`src/rtl/reaction_pkg.sv`:
```
// rtl/reaction_pkg.sv - shared state encoding and LFSR constants for the reaction game
// Purpose: state enum (also decoded by the display mux), LFSR seed and Galois tap mask.
// Ports: none (package).
package reaction_pkg;

  typedef enum logic [2:0] {
    ST_IDLE       = 3'd0,
    ST_COUNTDOWN  = 3'd1,
    ST_DELAY      = 3'd2,
    ST_ARMED      = 3'd3,
    ST_RESULT     = 3'd4,
    ST_MATCH_OVER = 3'd5
  } state_e;

  localparam logic [15:0] LFSR_SEED = 16'hACE1;
  // Right-shifting Galois form of x^16 + x^14 + x^13 + x^11 + 1.
  localparam logic [15:0] LFSR_TAPS = 16'hB400;

endpackage

```
`src/rtl/lfsr16.sv`:
```
// rtl/lfsr16.sv - free-running 16-bit Galois LFSR
// Purpose: pseudo-random source for the round delay; steps every clk, never reaches 0.
// Ports: clk - clock; rst - async active-low reset (loads seed); value - current LFSR state.
module lfsr16
  import reaction_pkg::*;
(
  input  logic        clk,
  input  logic        rst,
  output logic [15:0] value
);

  logic [15:0] lfsr_q;

  always_ff @(posedge clk or negedge rst) begin
    if (!rst) begin
      lfsr_q <= LFSR_SEED;
    end else begin
      lfsr_q <= {1'b0, lfsr_q[15:1]} ^ (lfsr_q[0] ? LFSR_TAPS : 16'h0000);
    end
  end

  assign value = lfsr_q;

endmodule

```
`src/rtl/reaction_match_ctrl.sv`:
```
// rtl/reaction_match_ctrl.sv - N-player reaction game round and match controller
// Purpose: countdown, random delay, timed reaction window, jump-start/tie handling,
//          per-player saturating scores and match end at WIN_SCORE. All outputs registered.
// Ports: clk, rst (async active-low), tick_1khz (1 kHz enable), start (one-clk pulse),
//        btn (debounced levels) -> state, countdown_val, go, reaction_ms, winner,
//        jump_start, scores (packed, player i at [i*SCORE_W +: SCORE_W]), round_over, match_over.
module reaction_match_ctrl
  import reaction_pkg::*;
#(
  parameter int NUM_PLAYERS     = 2,
  parameter int SCORE_W         = 4,
  parameter int WIN_SCORE       = 3,
  parameter int COUNT_SEC       = 3,
  parameter int TICK_PER_SEC    = 1000,
  parameter int DELAY_MIN_MS    = 1000,
  parameter int DELAY_SPAN_LOG2 = 11,
  parameter int TIMEOUT_MS      = 2000,
  parameter int MS_W            = 12
) (
  input  logic                           clk,
  input  logic                           rst,
  input  logic                           tick_1khz,
  input  logic                           start,
  input  logic [NUM_PLAYERS-1:0]         btn,
  output logic [2:0]                     state,
  output logic [3:0]                     countdown_val,
  output logic                           go,
  output logic [MS_W-1:0]                reaction_ms,
  output logic [NUM_PLAYERS-1:0]         winner,
  output logic [NUM_PLAYERS-1:0]         jump_start,
  output logic [NUM_PLAYERS*SCORE_W-1:0] scores,
  output logic                           round_over,
  output logic                           match_over
);

  localparam int TW = $clog2(TICK_PER_SEC) + 1;
  localparam int DW = $clog2(DELAY_MIN_MS + (1 << DELAY_SPAN_LOG2)) + 1;
  localparam logic [SCORE_W:0] SCORE_MAX = {1'b0, {SCORE_W{1'b1}}};
  localparam logic [SCORE_W:0] SCORE_ONE = (SCORE_W+1)'(1);

  state_e                   state_q, state_d;
  logic [3:0]               cd_q, cd_d;
  logic [TW-1:0]            tcnt_q, tcnt_d;
  logic [DW-1:0]            dly_q, dly_d;
  logic [MS_W-1:0]          ms_q, ms_d, ms_inc;
  logic                     go_q, go_d;
  logic [NUM_PLAYERS-1:0]   winner_q, winner_d, jump_q, jump_d;
  logic                     round_over_q, round_over_d, match_over_q, match_over_d;
  logic [NUM_PLAYERS-1:0]   btn_q, press, at_win;
  logic                     press_one;
  logic                     begin_round, inc_evt, dec_evt, clr_evt;
  logic [SCORE_W-1:0]       score_q [NUM_PLAYERS];
  logic [SCORE_W-1:0]       score_d [NUM_PLAYERS];
  logic [15:0]              lfsr_value;
  logic                     unused_lfsr_bits;

  lfsr16 u_lfsr (
    .clk   (clk),
    .rst   (rst),
    .value (lfsr_value)
  );

  assign unused_lfsr_bits = ^lfsr_value[15:DELAY_SPAN_LOG2];

  // Only rising edges count, so a button held from an earlier phase can never score.
  assign press     = btn & ~btn_q;
  assign press_one = (press != '0) && ((press & (press - NUM_PLAYERS'(1))) == '0);
  assign ms_inc    = ms_q + MS_W'(1);

  always_comb begin
    state_d      = state_q;
    cd_d         = cd_q;
    tcnt_d       = tcnt_q;
    dly_d        = dly_q;
    ms_d         = ms_q;
    go_d         = go_q;
    winner_d     = winner_q;
    jump_d       = jump_q;
    round_over_d = 1'b0;
    match_over_d = match_over_q;
    begin_round  = 1'b0;
    inc_evt      = 1'b0;
    dec_evt      = 1'b0;
    clr_evt      = 1'b0;
    unique case (state_q)
      ST_IDLE: begin_round = start;
      ST_COUNTDOWN, ST_DELAY: begin
        // An early press beats any countdown/delay step in the same clk.
        if (|press) begin
          state_d      = ST_RESULT;
          jump_d       = press;
          winner_d     = '0;
          dec_evt      = 1'b1;
          round_over_d = 1'b1;
        end else if (tick_1khz) begin
          if (state_q == ST_COUNTDOWN) begin
            if (tcnt_q == TW'(TICK_PER_SEC - 1)) begin
              tcnt_d = '0;
              cd_d   = cd_q - 4'd1;
              if (cd_q == 4'd1) begin
                state_d = ST_DELAY;
                dly_d   = DW'(DELAY_MIN_MS) + DW'(lfsr_value[DELAY_SPAN_LOG2-1:0]);
              end
            end else begin
              tcnt_d = tcnt_q + TW'(1);
            end
          end else if (dly_q == DW'(1)) begin
            state_d = ST_ARMED;
            go_d    = 1'b1;
            ms_d    = '0;
          end else begin
            dly_d = dly_q - DW'(1);
          end
        end
      end
      ST_ARMED: begin
        if (tick_1khz) ms_d = ms_inc;
        // A press in the timeout clk still wins the round.
        if (|press) begin
          state_d      = ST_RESULT;
          go_d         = 1'b0;
          winner_d     = press;
          inc_evt      = press_one;
          round_over_d = 1'b1;
        end else if (tick_1khz && (ms_inc == MS_W'(TIMEOUT_MS))) begin
          state_d      = ST_RESULT;
          go_d         = 1'b0;
          winner_d     = '0;
          round_over_d = 1'b1;
        end
      end
      ST_RESULT: begin
        if (|at_win) begin
          state_d      = ST_MATCH_OVER;
          match_over_d = 1'b1;
        end else begin
          begin_round = start;
        end
      end
      ST_MATCH_OVER: begin
        if (start) begin
          begin_round  = 1'b1;
          clr_evt      = 1'b1;
          match_over_d = 1'b0;
        end
      end
      default: state_d = ST_IDLE;
    endcase
    if (begin_round) begin
      state_d  = ST_COUNTDOWN;
      cd_d     = 4'(COUNT_SEC);
      tcnt_d   = '0;
      ms_d     = '0;
      winner_d = '0;
      jump_d   = '0;
      go_d     = 1'b0;
    end
  end

  for (genvar p = 0; p < NUM_PLAYERS; p++) begin : g_player
    logic [SCORE_W:0]   cur, up;
    logic [SCORE_W-1:0] up_sat, down_sat;
    assign cur      = {1'b0, score_q[p]};
    assign up       = cur + SCORE_ONE;
    assign up_sat   = (up > SCORE_MAX) ? SCORE_MAX[SCORE_W-1:0] : up[SCORE_W-1:0];
    assign down_sat = (cur == '0) ? '0 : score_q[p] - SCORE_W'(1);
    assign score_d[p] = clr_evt               ? '0       :
                        (inc_evt && press[p]) ? up_sat   :
                        (dec_evt && press[p]) ? down_sat : score_q[p];
    assign at_win[p] = (score_q[p] == SCORE_W'(WIN_SCORE));
    assign scores[p*SCORE_W +: SCORE_W] = score_q[p];
  end

  always_ff @(posedge clk or negedge rst) begin
    if (!rst) begin
      state_q      <= ST_IDLE;
      cd_q         <= '0;
      tcnt_q       <= '0;
      dly_q        <= '0;
      ms_q         <= '0;
      go_q         <= 1'b0;
      winner_q     <= '0;
      jump_q       <= '0;
      round_over_q <= 1'b0;
      match_over_q <= 1'b0;
      btn_q        <= '0;
      for (int p = 0; p < NUM_PLAYERS; p++) score_q[p] <= '0;
    end else begin
      state_q      <= state_d;
      cd_q         <= cd_d;
      tcnt_q       <= tcnt_d;
      dly_q        <= dly_d;
      ms_q         <= ms_d;
      go_q         <= go_d;
      winner_q     <= winner_d;
      jump_q       <= jump_d;
      round_over_q <= round_over_d;
      match_over_q <= match_over_d;
      btn_q        <= btn;
      for (int p = 0; p < NUM_PLAYERS; p++) score_q[p] <= score_d[p];
    end
  end

  assign state         = state_q;
  assign countdown_val = cd_q;
  assign go            = go_q;
  assign reaction_ms   = ms_q;
  assign winner        = winner_q;
  assign jump_start    = jump_q;
  assign round_over    = round_over_q;
  assign match_over    = match_over_q;

endmodule
```
`config.mk`:
```
export PLATFORM = sky130hd
export DESIGN_NAME = reaction_match_ctrl
export DESIGN_NICKNAME = d
export VERILOG_FILES = /design/src/rtl/reaction_pkg.sv /design/src/rtl/lfsr16.sv /design/src/rtl/reaction_match_ctrl.sv
export SDC_FILE = /design/constraint.sdc
export NUM_CORES = 1
export LEC_CHECK = 0
export BUFFER_PORTS_ARGS = -buffer_cell sky130_fd_sc_hd__buf_2
export CAP_MARGIN = 20
export CORE_UTILIZATION = 54
export DETAILED_ROUTE_END_ITERATION = 10
export PLACE_DENSITY = 0.77
export SYNTH_ARGS = -nofsm -noshare
export SYNTH_HDL_FRONTEND = slang
export SYNTH_HIERARCHICAL = 1
export SYNTH_SLANG_ARGS = --single-unit
```
`constraint.sdc`:
```
create_clock -name clk -period 2.2 [get_ports clk]
set_input_delay 0.33 -clock clk [delete_from_list [all_inputs] [get_ports clk]]
set_output_delay 0.33 -clock clk [all_outputs]
set_load 0.05 [all_outputs]
```
# [After elaboration in Yosys (flattened, before gate mapping)]
# Cells that the tools add are included.
[totals] reg_bits=76 latch_bits=0 ramBits=0 mem_bits_ro=0 inputBits=6 elab_cells=169 n_memories=0
[op_classes] n_addsub=10 mul=0 div=0 order_cmp=2 eq_ne=30 shifts=0 muxes=75 bitwise=5 reduce_logical=33
[ops] cell="12-bit 2-to-1 mux" count=6
[ops] cell="11-bit 2-to-1 mux" count=6
[ops] cell="4-bit 2-to-1 mux" count=16
[ops] cell="13-bit 2-to-1 mux" count=4
[ops] cell="3-bit 2-to-1 mux" count=10
[ops] cell="12-bit one-hot mux with 2 select lines" count=1
[ops] cell="3-bit != test (second input constant)" count=7
[ops] cell="1-bit 2-to-1 mux" count=18
[ops] cell="6-bit AND reduction" count=3
[ops] cell="16-bit 2-to-1 mux" count=1
[ops] cell="15-bit by 16-bit bitwise XOR with 16-bit output" count=1
[ops] cell="5-bit != test (second input constant)" count=3
[ops] cell="2-bit 2-to-1 mux" count=7
[ops] cell="2-bit nonzero test" count=7
[ops] cell="13-bit by 1-bit == test with 1-bit output (second input constant)" count=1
[ops] cell="13-bit by 1-bit subtractor with 13-bit output (second input constant)" count=1
[ops] cell="10-bit by 11-bit adder with 12-bit output (first input constant)" count=1
[ops] cell="12-bit by 1-bit adder with 12-bit output (second input constant)" count=1
[ops] cell="12-bit by 11-bit == test with 1-bit output (second input constant)" count=1
[ops] cell="3-bit one-hot mux with 4 select lines" count=1
[ops] cell="4-bit by 1-bit subtractor with 4-bit output (second input constant)" count=3
[ops] cell="11-bit by 1-bit adder with 11-bit output (second input constant)" count=1
[ops] cell="11-bit by 10-bit == test with 1-bit output (second input constant)" count=1
[ops] cell="4-bit by 1-bit adder with 5-bit output (second input constant)" count=2
[ops] cell="other kinds (27)" count=52

# [Depth between registers and ports, before layout]
[logic_depth] depth_word=11 ltp_mapped=10 ltp_nobuf=9

# [By module]
# The synthesis kept the hierarchy.
[modules_own_cells] mod="reaction_match_ctrl" instances=1 cells_each=463 area_per_inst_um2=4021.4 seq_area_each_um2=1501.4
[modules_own_cells] mod="lfsr16" instances=1 cells_each=19 area_per_inst_um2=436.7 seq_area_each_um2=410.4

# [Worst setup path after synthesis]
# OpenSTA, ideal clock, no wires.
[synth_timing] path_kind="flip-flop to flip-flop" from="reg ms_q[2] (netlist: reaction_ms[2])" to="reg state_q[0] (netlist: state[0])" setup_time_ps=129 arrival_ps=2390 path_slack_ps=-320 path_stages_with_launch=7 period_less_slack_ps=2520 path_cell_list="dfrtp_1 nand3_1 nor4_1 xor2_1 o41ai_4 nor2_2 o41a_1"
[synth_between] elab_chain_cells=5
[synth_lines] item="start: declaration" line="reaction_match_ctrl.sv:45" text="logic [MS_W-1:0] ms_q, ms_d, ms_inc;"
[synth_lines] item="start signal: assignment" line="reaction_match_ctrl.sv:193" text="ms_q <= ms_d;"
[synth_lines] item="12-bit by 1-bit adder with 12-bit output" line="reaction_match_ctrl.sv:68" text="assign ms_inc = ms_q + MS_W'(1);"
[synth_lines] item="12-bit by 11-bit == test with 1-bit output" line="reaction_match_ctrl.sv:125" text="end else if (tick_1khz && (ms_inc == MS_W'(TIMEOUT_MS))) begin"
[synth_lines] item="1-bit logical AND" line="reaction_match_ctrl.sv:125"
[synth_lines] item="4-bit != test (no line)"
[synth_lines] item="7-bit AND reduction (no line)"
[synth_lines] item="end signal: assignment" line="reaction_match_ctrl.sv:189" text="state_q <= state_d;"
[synth_lines] item="end: declaration" line="reaction_match_ctrl.sv:41" text="state_e state_q, state_d;"
# Every way passes these cells.
# A chain may end at the register's enable or synchronous reset.

# [Final worst setup path]
[layout_timing] from="reg tcnt_q[1]" to="reg state_q[0] (netlist: state[0])"
[layout_between] elab_chain_cells=3
[layout_lines] item="start: declaration" line="reaction_match_ctrl.sv:43" text="logic [TW-1:0] tcnt_q, tcnt_d;"
[layout_lines] item="start signal: assignment" line="reaction_match_ctrl.sv:191" text="tcnt_q <= tcnt_d;"
[layout_lines] item="11-bit by 10-bit == test with 1-bit output" line="reaction_match_ctrl.sv:97" text="if (tcnt_q == TW'(TICK_PER_SEC - 1)) begin"
[layout_lines] item="5-bit != test (no line)"
[layout_lines] item="7-bit AND reduction (no line)"
# Every way passes these cells.

==> impl_metrics.json <==
{
  "status": "finished, violations left",
  "violations": "setup timing",
  "seq_area_frac_synth": 0.429,
  "vias": 4188,
  "top_layer_used": "met4",
  "rrSetupSlack_ns": -0.06,
  "hold_viol": 0,
  "min_from": "btn[1]",
  "worst_slack_ns": -0.0644,
  "fmax_mhz": 442,
  "finalWirelength_um": 11700,
  "crit-reg2reg-launch": "tcnt_q[1]",
  "ios": 40,
  "startpoint_type": "register",
  "portBuffers": 39,
  "grt.overflow.total": 0,
  "cp_max_fo": 4,
  "wl_per_cell_um": 16.8,
  "place_area_um2": 5210,
  "drive_above_1_share": 0.335,
  "endpoint_kind": "register",
  "globalplace.congestion": 0.900,
  "syn_area_per_cell_um2": 9.25,
  "syn_area_um2": 4460,
  "grt_pass1_vias": 3936,
  "required_ns": 2.43,
  "wl_met1_um": 4830,
  "core_area_um2": 7850,
  "place_worst_setup_slack_ns": -0.112,
  "fin_setup_tns_ns": -0.0785,
  "cts_tree": "done",
  "rsz0062_at_grt": "true",
  "synth_cell_types": 71,
  "r2r_end": "state[0]",
  "synthCells": 482,
  "clock_path_buffers": 2,
  "synth-seq-cells": 76,
  "die_area_um2": 8620,
  "setup-violations-final": 2,
  "r2r_cells": 7,
  "tightestPinTransition_ns": 0.605,
  "clk_pin_slew_ns": 0.08,
  "cts_buffers": 9,
  "async_flop_share": 1.00,
  "fin_skew_ns": 0.0117,
  "dp_hpwl_um": 7510,
  "antenna_cells": 0,
  "pwr_density_cell_nw_per_um2": 1110,
  "p_leak_nw": 2.64,
  "initial_utilization": 0.568,
  "critPathKind": "reg -> reg",
  "grtUsageTotal": 0.265,
  "routed-wl-met2_um": 5970,
  "place_inst": 660,
  "grt_max_degree": 45,
  "slew_viol_final": 0,
  "design_area_um2": 5800,
  "min_period_ns": 2.26,
  "root_buffer": "clkbuf_8",
  "synth_edf_count": 0,
  "cts_sinks": 76,
  "hold_path_depth": 1,
  "ir_drop_mv": 0.501,
  "power_mw": 6.42,
  "clock_latency_ns": 0.36,
  "htree_levels": 3,
  "first_pass_iters": 5,
  "syn-num-nets": 503,
  "yosys_warnings": 6,
  "hold_path_class": "in -> reg",
  "synth_flop_cell": "dfrtp_1",
  "drt_iter0_drc": 185,
  "post-route-period-util": 1.03,
  "hold_path_end": "btn_q[1]",
  "fp.dieW_um": 92.9,
  "relSlewSlack": 0.596,
  "die_y_um": 92.9,
  "antenna_found_initial": 0,
  "row_count": 32,
  "area_growth_pct": 30.1,
  "fin_cells": 696,
  "antenna_violating_nets_post_route": 0,
  "drc": 0,
  "wl_met3_um": 541,
  "final_nets": 610,
  "nFillCells": 574,
  "vias_per_cell": 6.02,
  "grt_pass1_wl_um": 18100,
  "drv_cap": 0,
  "cp.arrival_ns": 2.49
}
metrics by stage:
step	hold WS (ns)	utilization
6_report	0.0896	0.739
5_1_grt	0.0843	0.739
4_1_cts	0.0816	0.699
3_5_place_dp	0.341	0.664
3_3_place_gp	0.348	0.664
2_1_floorplan	0.0344	-
cell families after synthesis:
logic type | Yosys count | share of synthesized area
AO/OA/AOI/OAI | 134 | 0.207
XOR/XNOR | 23 | 0.0452
adder cells (fa/ha/maj) | 15 | 0.0421
buffers and inverters | 40 | 0.0393
flip-flops | 76 | 0.429
multiplexers | 6 | 0.0163
AND/OR/NAND/NOR | 188 | 0.221
routing by layer:
metal / up-vias / GRT usage
met3: 32 / 0.0411
li1: 1975 / -
met1: 2039 / 0.336
met2: 142 / 0.450
met5: - / 0
met4: 0 / 0.108
state kept, by name, summed over array words and instances (netlist names), 2 cells and up:
register       cells
btn_q              2
countdown_val      4
dly_q             13
jump_start         2
reaction_ms       12
scores             8
state              3
tcnt_q            11
u_lfsr/value      16
winner             2
synthesized netlist by cell type, types with 6 or more instances:
library cell  count  area share
o21ai_0          42       0.047
clkbuf_1          9      0.0076
o211ai_1          7       0.012
inv_1            20       0.017
a21oi_1          27       0.030
xor2_1           15       0.029
dfrtp_1          68        0.38
nand4_1           9       0.013
and3_1           10       0.014
o31ai_1           6       0.010
nor2_1           51       0.043
dfstp_2           8       0.047
nand2_1          35       0.029
buf_2             8      0.0090
a31oi_1           7      0.0098
ha_1             15       0.042
nor3_1           10       0.011
nand2b_1         10       0.014
xnor2_1           8       0.016
nand3_1          22       0.025
cell type report:
cell class	instances	area, um^2	area share
clock inverters	7	91.3	0.0157
clock buffers	9	124	0.0214
inverters	20	75.1	0.0129
multi-input cells	367	2640	0.456
repair buffers	115	811	0.140
flip-flops and latches	76	1930	0.333
well taps	102	128	0.0220
critical path, stage by stage (launching register included):
cell and delay, ns:
dfrtp_1 0.38, ha_2 0.19, and4bb_1 0.21, or4b_4 0.50, buf_6 0.14, o311ai_4 0.24
a21oi_4 0.12, o41a_1 0.36
power breakdown:
group | internal, mW | switching [mW]
combinational | 1.25 | 2.05
clock | 0.634 | 0.528
sequential | 1.67 | 0.285
layout by cell type, fill, tap and decap left out, types with 3 or more instances in the layout:
cell type   n
o21ai_2     3
ha_4        3
buf_2      38
dfstp_2     8
a22o_1      5
buf_4      70
ha_1       11
mux2i_1     5
nor2b_1     3
nor4_1      3
nor4_4      3
nand4_1     9
o2bb2ai_1   5
o31ai_1     5
nor2_1     51
o211ai_1    7
and3_1      9
a21oi_4     3
o21ai_1     5
o21ai_0    35
nand2b_1    8
or3_1       4
and2_1      3
nor3_1      9
dfrtp_2    14
buf_6       4
a31oi_1     7
nand3_1    18
nand2_1    33
nor4b_1     3
clkbuf_8    9
dfrtp_1    54
clkinv_2    3
a21oi_1    27
xor2_1     14
xnor2_1     8
inv_1      20
nand3_2     4
timing repair:
action	CTS	global route
gates resized for setup	6	42
buffers inserted	4	14
hold buffers	1	0
hold endpoints to repair	17	0
endpoints found under the setup margin	9	34
pin swaps	5	18
gates cloned	0	1
worst max path at each step:
stage                         from       end  slack, ns  cells after the start
floorplan           reaction_ms[8]  state[0]      -0.08                      6
global placement         tcnt_q[0]  dly_q[3]      -0.04                      7
detailed placement       tcnt_q[0]  state[0]      -0.11                      7
CTS                      tcnt_q[1]  state[0]      0.006                      7
global route             tcnt_q[1]  state[0]      -0.16                      9
finish                   tcnt_q[1]  state[0]      -0.06                      7
No activity file was read; power rests on OpenSTA's default activity.
